[src/rtl/pipe_hazard_ctrl.sv]
// Stall/flush sequencer for the 5-stage pipeline: load-use and HI/LO occupancy
// stalls, jump squash, interrupt entry and eret return with a one-level mask.
module pipe_hazard_ctrl #(
  parameter int MULT_CYCLES = 5,
  parameter int DIV_CYCLES  = 10,
  parameter int CNT_W       = 4
) (
  input  logic       clk,
  input  logic       reset,
  input  logic [4:0] rs_D,
  input  logic [4:0] rt_D,
  input  logic       use_rs_D,
  input  logic       use_rt_D,
  input  logic       load_E,
  input  logic [4:0] wa_E,
  input  logic       md_start_E,
  input  logic       md_div_E,
  input  logic       md_use_D,
  input  logic       jump_D,
  input  logic       int_req,
  input  logic       eret_M,
  output logic       pc_en,
  output logic       dreg_en,
  output logic       dreg_flush,
  output logic       exc_flush,
  output logic       ereg_flush,
  output logic [1:0] pc_sel,
  output logic       epc_we,
  output logic       md_busy,
  output logic       int_mask
);

  localparam logic [CNT_W-1:0] MULT_LOAD = CNT_W'(MULT_CYCLES - 1);
  localparam logic [CNT_W-1:0] DIV_LOAD  = CNT_W'(DIV_CYCLES - 1);

  logic [CNT_W-1:0] r_md_cnt;
  logic             r_md_busy;
  logic             r_int_mask;

  logic w_eret_acc;
  logic w_int_acc;
  logic w_exc;
  logic w_lu_stall;
  logic w_md_stall;
  logic w_stall;
  logic w_md_go;

  // eret wins over a pending interrupt; the masked request stays pending.
  assign w_eret_acc = eret_M;
  assign w_int_acc  = int_req & ~r_int_mask & ~eret_M;
  assign w_exc      = w_eret_acc | w_int_acc;

  assign w_lu_stall = load_E & (wa_E != 5'd0) &
                      ((use_rs_D & (rs_D == wa_E)) | (use_rt_D & (rt_D == wa_E)));
  assign w_md_stall = md_use_D & (r_md_busy | md_start_E);
  assign w_stall    = ~w_exc & (w_lu_stall | w_md_stall);
  assign w_md_go    = md_start_E & ~w_exc;

  always_ff @(posedge clk) begin
    if (reset) begin
      r_md_cnt   <= '0;
      r_md_busy  <= 1'b0;
      r_int_mask <= 1'b0;
    end else begin
      if (w_int_acc) begin
        r_int_mask <= 1'b1;
      end else if (w_eret_acc) begin
        r_int_mask <= 1'b0;
      end

      // An exception while busy keeps counting: the mult/div already issued.
      if (w_md_go) begin
        r_md_cnt  <= md_div_E ? DIV_LOAD : MULT_LOAD;
        r_md_busy <= 1'b1;
      end else if (r_md_busy) begin
        r_md_cnt <= r_md_cnt - CNT_W'(1);
        if (r_md_cnt == CNT_W'(1)) begin
          r_md_busy <= 1'b0;
        end
      end
    end
  end

  always_comb begin
    pc_en      = 1'b1;
    dreg_en    = 1'b1;
    dreg_flush = 1'b0;
    exc_flush  = 1'b0;
    ereg_flush = 1'b0;
    pc_sel     = 2'b00;
    epc_we     = 1'b0;
    md_busy    = r_md_busy | w_md_go;
    int_mask   = r_int_mask;
    if (reset) begin
      pc_en    = 1'b0;
      dreg_en  = 1'b0;
      md_busy  = 1'b0;
      int_mask = 1'b0;
    end else if (w_exc) begin
      exc_flush  = 1'b1;
      ereg_flush = 1'b1;
      dreg_flush = 1'b1;
      dreg_en    = 1'b0;
      pc_sel     = w_eret_acc ? 2'b10 : 2'b01;
      epc_we     = w_int_acc;
    end else if (w_stall) begin
      pc_en      = 1'b0;
      dreg_en    = 1'b0;
      ereg_flush = 1'b1;
    end else if (jump_D) begin
      dreg_flush = 1'b1;
    end
  end

endmodule

[config.mk]
export PLATFORM = sky130hd
export DESIGN_NAME = pipe_hazard_ctrl
export DESIGN_NICKNAME = d
export VERILOG_FILES = /design/src/rtl/pipe_hazard_ctrl.sv
export SDC_FILE = /design/constraint.sdc
export NUM_CORES = 1
export LEC_CHECK = 0
export ABC_AREA = 1
export CAP_MARGIN = 15
export CORE_MARGIN = 1
export CORE_UTILIZATION = 38
export DETAILED_ROUTE_END_ITERATION = 8
export PLACE_DENSITY_LB_ADDON = 0.2
export SETUP_SLACK_MARGIN = 0.3
export SLEW_MARGIN = 20
export SYNTH_ARGS = -nofsm -noshare
export SYNTH_HDL_FRONTEND = slang
export SYNTH_SLANG_ARGS = --single-unit
[constraint.sdc]
create_clock -name clk -period 1.61 [get_ports clk]
set_input_delay 0.483 -clock clk [delete_from_list [all_inputs] [get_ports clk]]
set_output_delay 0.483 -clock clk [all_outputs]
set_load 0.03 [all_outputs]
==> run_results.csv, run 1 <==
group,metric,value,unit
status,outcome,"finished with violations",
status,violations,"DRC, setup timing",
timing,period_needed,2.058,ns
logic_synthesis,syn_nets,146,
logic_synthesis,synth-adder-area-share,3.781,%
run,drv_cap,0,
worst_setup_path,cp-end-kind,"output port",
worst_setup_path,critPathMaxFanout,3,
global_routing,antenna_found_initial,0,
drt,vias,918,
worst_setup_path,rrSetupSlack,0.37,ns
logic_synthesis,synthDistinctLibCells,23,
timing,max_slew_margin,81.01,%
logic_synthesis,synth_top_family_by_area,"simple AND/OR/NAND/NOR gates",
power_and_ir_drop,p_leak,0.0006963,uW
logic_synthesis,post_synth.cell_area_avg,5.609,um^2
worst_setup_path,r2r-end,"r_md_busy$_SDFF_PP0_",
logic_synthesis,synthMuxAreaShare,0,%
die,core_area,1559,um^2
die,die_h,43.74,um
drt,routedWlPerCell,12.01,um
logic_synthesis,synth_seq_cells,6,
logic_synthesis,synth_area,661.9,um^2
power_and_ir_drop,p_comb_share,54.7,%
worst_setup_path,critPathLaunchType,"input pin",
timing,setup_violations,7,
cts,cts_tree,"built",
worst_setup_path,crit_required,1.13,ns
logic_synthesis,synth_xor_area_share,2.647,%
cts,holdBufCountCts,0,
timing,timing.fmax,0.4859,GHz
layout,drive_above_1_share,57.56,%
logic_synthesis,synth_edf_count,0,
cts,clock_sinks,6,
global_routing,grt_overflow,0,
cts,cts_inserted_buffers,3,
global_routing,grt_pass1_wl,3.532,mm
worst_setup_path,r2r-start,"r_int_mask$_SDFFE_PP0N_",
timing,worstMarginPinSlew,0.2848,ns
layout,post-route-util,85.07,%
drt,drt_iter0_drc,23,
placement,place_ws,-0.8033,ns
drt,drt-total-wl,2.258,mm
layout,n_antenna_cell,0,
cts,htree_levels,1,
hold_path,hp-class,"reg2reg",
logic_synthesis,synth_seq_area_share,18.15,%
worst_setup_path,cp-endpoint,"dreg_flush",
die,fp.dieW,43.74,um
cts,clock-root-buffer,"clkbuf_4",
timing,setup_ws,-0.4481,ns
power_and_ir_drop,clkPwrFrac,20.0,%
logic_synthesis,synthTopCellsByArea,"nand2_1 21%, dfxtp_1 18%, nor2_1 11%",
placement,hpwl,1.526,mm
cts,clock_path_buffers,2,
global_routing,grt_usage,24.83,%
global_routing,grt_max_degree,6,
logic_synthesis,synthCells,118,
cts,cts.clk_slew.worst_paths,0.05,ns
worst_setup_path,startpoint,"wa_E[3]",
logic_synthesis,ys_warn_count,0,
power_and_ir_drop,ir_worst_vdd,0.5781,mV
cts,clk-insertion-delay-late,0.24,ns
layout,synthToLayoutAreaGrowth,100.4,%
power_and_ir_drop,p_sw_share,37.99,%
power_and_ir_drop,p_per_area,517.2,nW/um^2
timing,fin_crit_sh,127.8,%
global_routing,grt_pass1_vias,881,
logic_synthesis,synth_area_leader_cell,"nand2_1",
power_and_ir_drop,p_int,425.3,uW
drt,drtPass1Iterations,6,
timing,rsz0062_at_grt,"yes",
placement,port_buffers,35,
die,die_area,1913,um^2
die,std_cell_rows,14,
worst_setup_path,cp.arrival,1.58,ns
timing,skew,0.005038,ns
die,initial_core_util,42.46,%
timing,final_hold_viol_count,0,
logic_synthesis,synth-compound-area-share,11.34,%
drt,viasPerCell,4.883,
placement,gp_congestion,0.8707,
die,boundaryPins,36,
worst_setup_path,reg2reg_depth,10,
logic_synthesis,synth_top_area_share,20.98,%
timing,finalMaxSlewViolations,0,
logic_synthesis,postSynth.asyncResetShare,0,%
logic_synthesis,ys.flop_type,"dfxtp_1",
drt,detail-route-antenna-nets,0,
power_and_ir_drop,power.switching,260.6,uW
drt,drc,3,
power_and_ir_drop,seqPwrFrac,25.3,%
logic_synthesis,synth_simple_gate_area_share,46.50,%
layout,finalNetCount,202,
worst_setup_path,critPathKind,"in2out",
logic make-up (layout without fill, tap and decap cells):
family,count (synthesis),count (layout)
DFF,6,6
AOI/OAI and AO/OA,10,10
and+or+nand+nor,70,70
adders and majority gates,2,2
buffers and inverters,28,82
xor gates and xnor gates,2,2
critical path: stages:
cell     delay (ns)
buf_6          0.09
buf_8          0.12
inv_12         0.05
nand4_1        0.07
o21ai_1        0.17
inv_1          0.08
nand2_2        0.11
nand4_1        0.15
nand2_4        0.10
buf_6          0.12
area by class of cell:
cell class | count | area (um^2)
multi-input combinational | 84 | 544.3
timing repair buffer | 53 | 471.7
fill | 95 | 232.7
inverter | 26 | 146.4
sequential | 6 | 121.4
clock buffer | 3 | 22.52
tap | 16 | 20.02
through the flow:
step	TNS, ns	std cells	total power, uW	hold WS (ns)	instance area, um^2
floorplan	-0.1063	118	365.7	0.4715	790.8
global placement	-5.816	179	496.8	0.4908	1195
detailed placement	-5.963	179	505.9	0.4973	1195
CTS	-1.439	185	672.5	0.4954	1300
global route	-2.104	188	732.1	0.5598	1326
finish	-1.726	188	686.0	0.5378	1326
per-layer routing:
layer | up-vias | track usage, % | share of wire, %
met4 | 0 | 8.125 | 0.75
met5 | - | 0 | 0
met3 | 2 | 5.417 | 5.9
li1 | 465 | - | -
met1 | 410 | 25.63 | 37
met2 | 41 | 48.36 | 56
state kept, by name, summed over array words and instances (netlist names):
signal / count
r_md_cnt: 4
r_int_mask: 1
r_md_busy: 1
power by group through the flow:
stage / Sequential (uW) / Combinational, uW / Clock, uW
detailed placement: 175 / 331 / 0
floorplan: 173 / 192 / 0
global route: 174 / 403 / 154
CTS: 173 / 355 / 145
global placement: 174 / 323 / 0
finish: 173 / 375 / 137
worst min-delay path by stage:
stage | from | cells past startpoint | to
detailed placement | r_int_mask$_SDFFE_PP0N_ | 2 | r_int_mask$_SDFFE_PP0N_
CTS | r_int_mask$_SDFFE_PP0N_ | 2 | r_int_mask$_SDFFE_PP0N_
finish | r_int_mask$_SDFFE_PP0N_ | 2 | r_int_mask$_SDFFE_PP0N_
floorplan | r_int_mask$_SDFFE_PP0N_ | 2 | r_int_mask$_SDFFE_PP0N_
global placement | r_int_mask$_SDFFE_PP0N_ | 2 | r_int_mask$_SDFFE_PP0N_
global route | r_int_mask$_SDFFE_PP0N_ | 2 | r_int_mask$_SDFFE_PP0N_
Yosys cell counts (2+ instances only):
cell type,instances
nand2_2,4
buf_4,2
o21ai_0,2
inv_2,7
nor2_2,2
inv_1,17
nand2_1,37
nand3_1,3
dfxtp_1,6
o21ai_1,3
ha_1,2
nand2_4,2
xnor2_1,2
nand4_1,2
nor2_1,19
layout by cell type (no fill, tap or decap), types with 2 or more instances in the layout:
cell,Yosys,routed
inv_2,7,7
clkbuf_4,0,4
o21ai_0,2,2
buf_6,0,18
clkbuf_2,0,6
nor2_2,2,3
dfxtp_1,6,5
nand2_4,2,7
nand3_1,3,2
inv_8,0,3
ha_1,2,2
clkdlybuf4s50_1,0,4
nor2_4,0,6
o21ai_1,3,2
nand4_1,2,2
nor2_1,19,12
buf_2,0,8
dlygate4sd2_1,0,2
nand2_2,4,11
inv_4,1,3
nand2_1,37,25
buf_8,0,3
buf_4,2,9
inv_1,17,10
xnor2_1,2,2
what timing repair did:
action                                  in CTS  in global routing
endpoints found under the setup margin      15                 10
gates resized for setup                     91                 20
setup buffers                                3                  3
pin swaps                                   30                 23
(Power assumes the default switching activity.)
==> run 2: changes to the inputs <==
Settings changed: CORE_ASPECT_RATIO from default to 0.8, GPL_ROUTABILITY_DRIVEN from default to 0.
==> run 2 against run 1 <==
  * The run still ends with DRC, setup timing left
  * First-iteration DRC count grew 130%
  * Cell count grew 4.3%
  * Worst setup slack worse by 0.020 ns
  * Maximum frequency decreased by 0.94%
  * Sequential share of layout area shrank 0.33 points
  * Routed wire length increased by 29%
  * Register-to-register slack hardly changed
  * Critical endpoint unchanged
  * Largest power group unchanged
==> run_results.csv, run 2 (synthesis gave the netlist of run 1 again) <==
group,metric,value,unit
cts,cts_inserted_buffers,3,
status,violations,"DRC, setup timing",
worst_setup_path,cp_slowest_stage_delay,0.16,ns
global_routing,grt_usage,28.04,%
hold_path,hp-class,"reg2reg",
cts,clock_sinks,6,
drt,detail-route-antenna-nets,0,
worst_setup_path,cp-end-kind,"output port",
layout,drive_above_1_share,59.77,%
layout,n_antenna_cell,0,
global_routing,grt_pass1_vias,909,
worst_setup_path,crit_chain,"buf_4 > inv_2 > nand2_1 > nand2_1 > nor2_1 > nand3_1 > nand2_1 > nand2_2 > nand4_1 > nand2_4 > buf_6",
layout,finalNetCount,204,
die,std_cell_rows,13,
timing,rsz0062_at_grt,"yes",
cts,cts.clk_slew.worst_paths,0.05,ns
layout,largest_reg_flops,4,
global_routing,grt_max_degree,6,
placement,hpwl,1.501,mm
cts,holdBufCountCts,0,
layout,mostFrequentLayoutCells,"23 x nand2_1, 21 x buf_6, 12 x nand2_2, 11 x nor2_1, 11 x buf_4",
global_routing,antenna_found_initial,0,
worst_setup_path,crit_family,"simple AND/OR/NAND/NOR gates",
die,initial_core_util,40.69,%
drt,viasPerCell,5.209,
worst_setup_path,cp_common_cell,"nand2_1",
layout,reg.largest.list,"r_md_cnt (4), r_int_mask (1), r_md_busy (1)",
layout,final_common_cell,"nand2_1",
timing,fin_crit_sh,129.0,%
timing,worstMarginPinSlew,0.2635,ns
worst_setup_path,cp.arrival,1.59,ns
run,drv_cap,0,
die,die_area,1914,um^2
timing,setup_tns,-1.954,ns
cts,clock-root-buffer,"clkbuf_4",
die,boundaryPins,36,
layout,synthToLayoutAreaGrowth,107.9,%
drt,routedWlPerCell,14.85,um
worst_setup_path,critPathLaunchType,"input pin",
drt,drc,2,
timing,period_needed,2.078,ns
drt,drt-total-wl,2.911,mm
die,fp.dieW,48.66,um
die,die_h,39.33,um
power_and_ir_drop,p_leak,0.0007141,uW
drt,vias,1021,
global_routing,grt_overflow,0,
timing,setup_ws,-0.4676,ns
worst_setup_path,critPathKind,"in2out",
layout,largest_register,"r_md_cnt",
global_routing,grt_pass1_wl,3.898,mm
die,core_area,1627,um^2
placement,port_buffers,35,
timing,setup_violations,8,
status,outcome,"finished with violations",
timing,skew,0.001041,ns
timing,timing.fmax,0.4813,GHz
worst_setup_path,critPathSlowestCell,"nand4_1",
worst_setup_path,critPathBufInv,3,
cts,clk-insertion-delay-late,0.25,ns
worst_setup_path,critPathMaxFanout,4,
worst_setup_path,crit_required,1.13,ns
timing,max_slew_margin,82.43,%
cts,cts_tree,"built",
timing,final_hold_viol_count,0,
drt,drtPass1Iterations,6,
cts,htree_levels,1,
power_and_ir_drop,ir_worst_vdd,0.5120,mV
drt,drt_iter0_drc,53,
timing,finalMaxSlewViolations,0,
cts,clock_path_buffers,2,
timing,timing.hold.ws,0.5473,ns
placement,place_ws,-0.7964,ns
power_and_ir_drop,p_per_area,524.9,nW/um^2
[run 2: changes by cell type in the layout (fill, tap and decap cells not counted), moves of 2 or more]
cell	delta
clkbuf_2	-2
buf_4	+2
buf_6	+3
clkdlybuf4s15_1	+2
nand2_1	-2
inv_1	-2
inv_2	+2
[run 2: through the flow]
stage,instance area (um^2),util (%),std cells,power [uW]
floorplan,790.8,-,118,365.7
global placement,1195,73.46,184,495.2
detailed placement,1195,73.46,184,503.0
CTS,1346,82.77,194,688.9
global route,1376,84.62,196,759.4
finish,1376,84.62,196,722.5
[run 2: report_power, final]
part           internal [uW]  total [uW]  switching [uW]  leakage, uW
combinational            186         400             214     0.000651
sequential               161         174            12.2    0.0000497
clock                   85.0         149            63.8    0.0000138
total                    432         722             290     0.000714
[run 2: final cells by class]
| cell class | instances | area, um^2 |
|---|---|---|
| Clock buffer | 3 | 22.52 |
| Fill cell | 92 | 250.2 |
| Inverter | 26 | 146.4 |
| Multi-Input combinational cell | 84 | 556.8 |
| Sequential cell | 6 | 121.4 |
| Tap cell | 22 | 27.53 |
| Timing Repair Buffer | 55 | 501.7 |
[run 2: what timing repair did]
item                                    in CTS  in global routing
pin swaps                                   30                 26
endpoints found under the setup margin      15                 11
gates resized for setup                     94                 25
buffers inserted                             7                  2
[run 2: worst paths after layout]
path | from | endpoint | slack, ns | cells past startpoint
worst max-delay path | wa_E[4] | dreg_flush | -0.47 | 11
worst min-delay path | r_md_cnt[2]$_SDFFE_PP0N_ | r_md_cnt[2]$_SDFFE_PP0N_ | 0.55 | 2
worst max register to register | r_int_mask$_SDFFE_PP0N_ | r_md_cnt[3]$_SDFFE_PP0N_ | 0.36 | 10
worst min register to register | r_md_cnt[2]$_SDFFE_PP0N_ | r_md_cnt[2]$_SDFFE_PP0N_ | 0.55 | 2
[run 2: tightest hold or removal path, delay by kind of cell (launching register included)]
family	cells	cell delay, ns
DFF	1	0.34
and+or+nand+nor	1	0.10
AOI/OAI and AO/OA	1	0.05
[run 2: metal layers]
layer  track usage, %  part of all wire, %  vias up
met3            6.589                  8.1       18
met1            30.00                   34      464
li1                 -                    -      469
met5                0                    0        -
met4            4.412                  5.2        0
met2            58.33                   52       70
